==> src/rtl/tick_divider_pkg.sv <==
// -----------------------------------------------------------------------------
// tick_divider_pkg
// Shared constants and helpers for the tick divider.
//   DEFAULT_DIV : production divide ratio (1 Hz tick from a 50 MHz clock)
//   SIM_DIV     : short divide ratio used by simulation benches
//   cnt_width() : counter width for a given divide ratio, never below 1 bit
// -----------------------------------------------------------------------------
package tick_divider_pkg;

    localparam int unsigned DEFAULT_DIV = 50_000_000;
    localparam int unsigned SIM_DIV     = 4;

    // A divide ratio of 1 still needs a 1-bit counter so the port exists.
    function automatic int unsigned cnt_width(input int unsigned div);
        return (div <= 1) ? 1 : $clog2(div);
    endfunction

endpackage

==> src/rtl/tick_divider_mod_counter.sv <==
// -----------------------------------------------------------------------------
// mod_counter
// Modulo-N up-counter with asynchronous active-low clear and a registered
// terminal-count flag.
//   clock   : rising-edge clock
//   clear_n : asynchronous active-low clear (count and tc to 0)
//   count   : current count, 0 .. N-1
//   tc      : high for the one cycle following the edge that saw count == N-1
// -----------------------------------------------------------------------------
module mod_counter
    import tick_divider_pkg::*;
#(
    parameter int unsigned N = SIM_DIV,
    parameter int unsigned W = cnt_width(N)
) (
    input  logic         clock,
    input  logic         clear_n,
    output logic [W-1:0] count,
    output logic         tc
);

    localparam logic [W-1:0] LAST = W'(N - 1);

    // Wrap uses >= so an out-of-range count (e.g. after an upset) returns to 0
    // on the next edge; the strobe only fires on the exact terminal value.
    always_ff @(posedge clock or negedge clear_n) begin
        if (!clear_n) begin
            count <= '0;
            tc    <= 1'b0;
        end else begin
            if (count >= LAST) begin
                count <= '0;
            end else begin
                count <= count + 1'b1;
            end
            tc <= (count == LAST);
        end
    end

endmodule

==> src/rtl/tick_divider.sv <==
// -----------------------------------------------------------------------------
// tick_divider
// Divides the system clock into a single-cycle enable strobe every DIV clocks.
//   clock       : system clock, rising edge
//   timer_reset : asynchronous active-low reset
//   enable      : registered strobe, high one clock in every DIV clocks
//   square      : (only with TICK_DIVIDER_SQUARE_EN) registered ~50% duty
//                 signal, high while the counter is below DIV/2
// Optional feature macro: TICK_DIVIDER_SQUARE_EN
// -----------------------------------------------------------------------------
module tick_divider
    import tick_divider_pkg::*;
#(
    parameter int unsigned DIV = DEFAULT_DIV
) (
    input  logic clock,
    input  logic timer_reset,
    output logic enable
`ifdef TICK_DIVIDER_SQUARE_EN
    ,
    output logic square
`endif
);

    localparam int unsigned CNT_W = cnt_width(DIV);

    if (DIV == 0) begin : g_div_check
        $error("tick_divider: DIV must be at least 1");
    end

    logic [CNT_W-1:0] count;

    // enable comes straight from the counter's terminal-count flop.
    mod_counter #(
        .N (DIV),
        .W (CNT_W)
    ) u_cnt (
        .clock   (clock),
        .clear_n (timer_reset),
        .count   (count),
        .tc      (enable)
    );

`ifdef TICK_DIVIDER_SQUARE_EN
    localparam int unsigned HALF = DIV / 2;

    logic [31:0] count_ext;
    assign count_ext = 32'(count);

    // Stage p1: square registered from the current count, so it lags the
    // counter by one edge just like enable does; DIV=1 gives HALF=0, always low.
    always_ff @(posedge clock or negedge timer_reset) begin
        if (!timer_reset) begin
            square <= 1'b0;
        end else begin
            square <= (count_ext < HALF);
        end
    end
`else
    logic unused_count;
    assign unused_count = ^count;
`endif

endmodule

==> config.mk <==
export PLATFORM = sky130hd
export DESIGN_NAME = tick_divider
export DESIGN_NICKNAME = d
export VERILOG_FILES = /design/src/rtl/tick_divider_pkg.sv /design/src/rtl/tick_divider_mod_counter.sv /design/src/rtl/tick_divider.sv
export SDC_FILE = /design/constraint.sdc
export NUM_CORES = 1
export LEC_CHECK = 0
export CORE_MARGIN = 1.5
export CORE_UTILIZATION = 55
export DETAILED_ROUTE_END_ITERATION = 10
export PLACE_DENSITY = 0.74
export SYNTH_ARGS = -nofsm -noshare
export SYNTH_HDL_FRONTEND = slang
export SYNTH_SLANG_ARGS = --single-unit
==> constraint.sdc <==
create_clock -name clock -period 1.7 [get_ports clock]
set_input_delay 0.255 -clock clock [delete_from_list [all_inputs] [get_ports clock]]
set_output_delay 0.255 -clock clock [all_outputs]
set_load 0.05 [all_outputs]
## Yosys cells after proc, flatten, opt, wreduce, memory -nomap -nowiden

Cells that the tools add are included.
Widths: inputs -> output; s select.

| storage, ports and cells | value |
|---|---|
| register bits | 27 |
| latch bits | 0 |
| RAM bits | 0 |
| ROM bits | 0 |
| output and inout bits | 1 |
| memories | 0 |

| cells by class | value |
|---|---|
| add/sub/neg operators | 1 |
| $mul | 0 |
| div/mod/pow operators | 0 |
| $lt $le $gt $ge | 1 |
| equality and inequality tests | 1 |
| shifts and indexed selects | 0 |
| muxes and demuxes | 1 |
| bitwise logic cells | 0 |
| reductions and logical operators | 0 |

Operators by type and width:

| operator | number |
|---|---|
| $add 26x1->26 const B | 1 |
| $eq 26x26->1 const B | 1 |
| $ge 26x26->1 const B | 1 |
| $mux 26 | 1 |

## Depth between registers and ports, before layout

| depth | value |
|---|---|
| word-level depth | 2 |
| mapped depth | 6 |

## Worst setup path before layout

Ideal clock, no wire load.

| timing path | value |
|---|---|
| kind | register to register |
| start point | register u_cnt.count[2] |
| end point | register u_cnt.count[18] |
| arrival | 1.502 ns |
| path slack | 0.052 ns |
| cell stages (with the launch flop) | 7 |
| buffers on the path | 2 |
| path through | dfrtp_1 -> and4_1 -> buf_6 -> nand3_2 -> a311oi_4 -> buf_6 -> a211oi_2 |

| on the way | value |
|---|---|
| word-level cells in the longest chain between the ends | 2 |
| elaborated cells between the ends (all ways) | 3 |

RTL lines:

| item | line | text |
|---|---|---|
| from (decl) | tick_divider_mod_counter.sv:18 | `output logic [W-1:0] count,` |
| from (signal assigned) | tick_divider_mod_counter.sv:34 | `count <= count + 1'b1;` |
| $add 26x1->26 or $ge 26x26->1 (tied branches) | tick_divider_mod_counter.sv:34, tick_divider_mod_counter.sv:31 |  |
| $mux 26 (*) | tick_divider_mod_counter.sv:31 | `if (count >= LAST) begin` |

Every way passes the cells marked *; elsewhere a longest branch is shown, timed or not.

## Worst setup path in the final report

| timing path | value |
|---|---|
| start point | register u_cnt.count[2] |
| end point | register u_cnt.count[20] |

Same word-level chain as after synthesis.

==> reports/metrics.csv <==
metric;value;unit
Final setup viols;0;
row count;18;
Die Area;3091;um^2
RR Startpoint;u_cnt.count[2];
routed vias/inst;6.304;
post-DP HPWL;2350;um
placed cell areas;1729;um^2
largest cells by area after synthesis;dfrtp_1 44%, a211oi_1 4.9%, nor3_1 4.6%, xor2_1 4.0%, nand4_1 3.3%;
WP data arrival;1920;ps
htree depth;1;
nets;181;
f_max;599.0;MHz
R2R Path End;u_cnt.count[20];
peak supply drop;0.6609;mV
crit-path max FO;8;
CTS tree;built;
mean post-synth cell area;10.35;um^2
Fin. Hold Viols;0;
DR vias;1305;
status;finished, final reports clean;
area grow syn2layout;20.07;%
die width;55.60;um
biggest area consumer among synthesized cells;dfrtp_1;
setup ws final;30.67;ps
Yosys warning count;0;
first-pass GRT wire length;5906;um
min Tclk post-route;1669;ps
largest net degree at the start of global routing;28;
clk_lat worst skew;330;ps
dpl cells;198;
CP Capture Point;u_cnt.count[20];
Critical Path Start Type;flip-flop;
die height;55.60;um
FF-to-FF setup slack;30;ps
wire per inst;16.14;um
Initial Util;59.78;%
relative slew slack;77.06;%
layout cells sized above 1;31.07;%
drt first pass iters;4;
Clock transition at path regs;140;ps
unrepaired setup endpoints after global routing;true;
hold buffer count at CTS;0;
GRT Total Usage;23.79;%
clk_skew;5.563;ps
Max Cap Viol;0;
Total Wirelength;3341;um
Fin Hold WS;276.8;ps
initial antenna violation count;0;
Routed Antenna Nets;0;
Pwr Density;513.8;nW/um^2
Synth Instances;147;
crit end category;flip-flop;
drc violations;0;
gr ovfl total;0;
vias in the first global route;1327;
Cell variety after synth;34;
FF+latch count, synth;27;
gpl congestion;0.7907;
diode count;0;
CP startpoint;u_cnt.count[2];
clock root cell;clkbuf_4;
sequential cell area fraction in the yosys report;44.41;%
Max Slew Vio Count;0;
pre-CTS WS;-138.2;ps
Post-Layout Cell Count;207;
Required @ worst endpoint;1950;ps
core area;2545;um^2
final instance area;1827;um^2
CTS sink count;27;
FF-to-FF path depth;4;
I/O pin count;3;
Synthesized Nets;150;
Initial DRC Count;40;
synthesized area;1521;um^2
Clock Path Buffers;2;
CTS Buf Count;3;
WS Path Type;reg -> reg;
Slew @ Worst Pin;344.1;ps
top cell type's share of synthesized area;44.41;%
Hold Crit Class;in -> async;
Leakage;0.7662;nW
period utilisation layout;98.20;%
utilization after layout;71.78;%
IO buf count;2;
-- kinds of logic (layout without fill, tap and decap cells) --
kind of cell	Yosys count	in the layout	share of synthesized area, %
adders and majority gates	1	1	0.8222
DFF	27	27	44.41
and+or+nand+nor	67	67	28.37
buffers and inverters	14	44	6.084
xor gates and xnor gates	11	11	6.332
AOI/OAI and AO/OA	27	27	13.98
-- worst max-delay path, stage by stage (launching register included) --
cell	delay, ps
dfrtp_1	390
and4_4	280
nand4_4	160
or4_1	520
a211oi_2	240
-- sequential cells by signal, summed over array words and instances (netlist names) --
register / flops
u_cnt.count: 26
u_cnt.tc: 1
-- layer usage --
layer	vias up	GRT usage, %	part of all wire, %	routed length, um
li1	621	-	-	-
met3	7	2.558	3.2	108
met4	0	9.059	1.5	51
met2	31	39.97	50	1654
met1	646	31.66	46	1526
met5	-	0	0	0
-- placed cells by master (no fill, tap or decap), types with 3 or more instances in the layout --
cell type	synthesis	final
dfrtp_1	27	26
and4_4	0	3
nand4_1	8	8
nand2_1	9	9
buf_4	2	31
or3_1	8	8
a211oi_1	10	9
inv_1	5	5
nor3_1	14	14
o31ai_1	4	4
nor4_1	3	3
nand3_1	6	6
clkbuf_4	0	3
a211oi_2	2	3
xor2_1	7	7
or4_1	4	3
o21ai_0	8	8
xnor2_1	4	4
-- how the worst min path moves through the flow --
stage / endpoint / slack, ps
2_1_floorplan: u_cnt.count[0] / -40
3_3_place_gp: u_cnt.count[0] / 530
3_5_place_dp: u_cnt.count[0] / 530
4_1_cts: u_cnt.count[25] / 280
5_1_grt: u_cnt.count[25] / 320
6_report: u_cnt.count[25] / 280
-- power by group --
group | leakage, nW | switching [mW] | internal (mW)
Sequential | 0.361 | 0 | 0.642
Combinational | 0.390 | 0.0123 | 0.00351
Clock | 0.0150 | 0.188 | 0.0920
Total | 0.766 | 0.201 | 0.738
-- final cells by class --
cell class / count / area (um^2)
clock buffers: 4 / 26.28
inverters: 5 / 18.77
fillers: 216 / 718.2
flip-flops and latches: 27 / 676.9
well taps: 30 / 37.54
repair buffers: 35 / 285.3
multi-input cells: 106 / 782.0
-- cell usage after synthesis --
cell and count:
a211oi_2 2, or4_1 4, nor3b_1 1, or3_1 8
nand4_4 2, nand2_1 9, inv_1 5, o31ai_1 4
clkbuf_1 1, and3_2 2, buf_4 2, and2_1 1
nor4_1 3, xor2_1 7, and3_1 1, a211oi_1 10
ha_1 1, nor3_1 14, nor4bb_1 1, buf_2 1
nor2_1 2, nand3_1 6, buf_6 4, a311oi_4 1
dfrtp_1 27, clkbuf_2 1, xnor2_1 4, o41a_1 1
a21oi_1 1, nand3_4 1, nand3_2 1, nand4_1 8
and4_1 3, o21ai_0 8
-- what timing repair did --
| action | 4_1_cts | 5_1_grt |
|---|---|---|
| endpoints found under the setup margin | 26 | 26 |
| buffers inserted | 2 | 3 |
| gates resized for setup | 6 | 6 |
| pin swaps | 1 | 1 |
| endpoints found under the hold margin | 0 | 0 |
-- per-stage QoR --
stage               power (mW)  setup TNS (ps)
detailed placement      0.6713          -520.1
floorplan               0.6546               0
global placement        0.6705          -47.77
global route            0.9681           -1278
CTS                     0.9458               0
finish                  0.9385               0
(Power assumes the default switching activity.)
==> variant, RTL diff (same settings) <==
Add a define of `TICK_DIVIDER_SQUARE_EN`.
--- a/src/rtl/tick_divider.sv
+++ b/src/rtl/tick_divider.sv
@@ -9,4 +9,6 @@
 // Optional feature macro: TICK_DIVIDER_SQUARE_EN
 // -----------------------------------------------------------------------------
+`define TICK_DIVIDER_SQUARE_EN
+
 module tick_divider
     import tick_divider_pkg::*;
Check against the original RTL (old outputs only; new: square): equivalent (Yosys induction, for registers that start in step).
==> variant against the original RTL <==
- the flow now finishes with violations (negative setup slack)
- worst setup slack worse by 0.26 ns
- combinational power increased by 6%
- sequential cell count grew 1
- total power grew 7.8%
- area after synthesis up 0.49%
- sequential share of layout area down 5.0 points
- clock skew shrank 0.0035 ns
- wire length increased by 43%
- final area increased by 20%
- worst hold slack better by 0.023 ns
- sequential power grew 3.7%
- critical path type unchanged
- critical endpoint is now u_cnt.count[23]
- largest cell class unchanged
==> variant: results (changes against the original RTL) <==
metric,value,unit,change
Net Sw Frac,20.8,%,-0.55 points
setup_tns,-3.68,ns,-3.68 ns
crit path max-delay cell type,or4_4,,
Post-Place Cells,218,,+10%
Net Switching,0.211,mW,+5.0%
area of the multi-input gates,988,µm²,+26%
Tot GR Track Use,28.5,%,+4.7 points
vias per inst,6.83,,+8.3%
Comb power,0.0168,mW,+6%
slowest cell delay on critical path,0.59,ns,+0.07 ns
largest net degree at the start of global routing,29,,+3.6%
Synth area leaders,"dfrtp_1, a211oi_1, nor3_1, o31ai_1, xnor2_1",,
"Max FO, Critical Path",6,,-2
Yosys Warn Count,0,,unchanged
post-DR wirelength/cell,20.8,µm,+29%
Peak VDD IR,0.477,mV,-28%
Detail Placement HPWL,2410,µm,+2.6%
vias in the first global route,1508,,+14%
Post-synth top cells,"dfrtp_1, nor3_1, a211oi_1",,
"Seq/Total Area, Yosys",45.8,%,+1.4 points
Filler cells,123,,-43%
Sequential Power Share,65.9,%,-2.5 points
Placer Congestion,0.814,,+2.9%
Ant. Diodes,0,,unchanged
leakage,0.882,nW,+15%
status,"finished, violations left",,
Largest regs,"u_cnt.count x26, square x1, u_cnt.tc x1",,
asr flop ratio synth,100,%,unchanged
Tightest Hold Check Type,in -> async,,
Layout Nets,204,,+13%
CTS max path bufs,2,,unchanged
area post-placement,0.00185,mm²,+6.9%
CTS H-tree depth,1,,unchanged
Synth Area per Inst,9.62,µm²,-7.1%
initial detailed-routing violation count,114,,+190%
Final Skew,0.00209,ns,-0.00347 ns
post-synth cell types,34,,unchanged
Mapped Nets,162,,+8.0%
Worst Tran Pin Value,0.371,ns,+0.0273 ns
Finish-stage setup viols,26,,+26
Pre-Repair DR Iteration Count,5,,+1
failing checks,negative setup slack,,
Worst Slack Setup Final,-0.232,ns,-0.263 ns
DP Worst Slack,-0.219,ns,-0.0806 ns
layout cells sized above 1,47.0,%,+16 points
total clock buffers created by CTS,3,,unchanged
routed vias,1571,,+20%
first-pass GRT wire length,7010,µm,+19%
number of port buffers,3,,+1
initial antenna violation count,0,,unchanged
critical path arrival,2.15,ns,+0.23 ns
[variant: cell count changes in the layout (fill, tap and decap cells not counted), moves of 4 or more]
cell / delta
nor3_1: -11
nor3_2: +10
a211oi_1: -9
a211oi_2: +9
buf_6: +8
or3_1: -5
or3_4: +5
buf_4: +4
[variant: cells by family after synthesis]
kind of cell / after synthesis / share of synthesized area [%]
XOR/XNOR: 11 / 6.30
adder cells (fa/ha/maj): 1 / 0.818
flip-flops: 28 / 45.8
AO/OA/AOI/OAI: 31 / 14.0
buffers and inverters: 15 / 4.17
AND/OR/NAND/NOR: 73 / 28.9
[variant: final timing paths]
check	startpoint	to	slack [ns]	cells past startpoint
hold reg to reg	u_cnt.count[25]	u_cnt.count[24]	0.51	1
hold / removal	timer_reset	u_cnt.count[11]	0.30	2
min in group clock	u_cnt.count[25]	u_cnt.count[24]	0.51	1
setup / recovery	u_cnt.count[0]	u_cnt.count[23]	-0.23	7
max in group asynchronous	timer_reset	u_cnt.count[1]	1.14	2
setup reg to reg	u_cnt.count[0]	u_cnt.count[23]	-0.23	7
[variant: timing repair]
| item | 4_1_cts | 5_1_grt |
|---|---|---|
| cloned | 1 | 1 |
| pin swaps | 6 | 14 |
| endpoints found under the setup margin | 27 | 27 |
| hold buffers | 0 | 0 |
| setup buffers | 5 | 4 |
| gates resized for setup | 26 | 31 |
[variant: layout make-up]
cell class,count,share of cell area [%]
well taps,30,1.72
inverters,5,0.858
clock buffers,4,1.66
flip-flops and latches,28,32.0
repair buffers,47,18.5
multi-input cells,116,45.2
[variant: routing by layer]
metal,part of all wire [%],GRT usage [%],up-vias
met5,0,0,-
met4,4.5,9.76,0
met3,7.8,3.26,25
met2,49,47.4,100
met1,38,38.6,762
li1,-,-,684
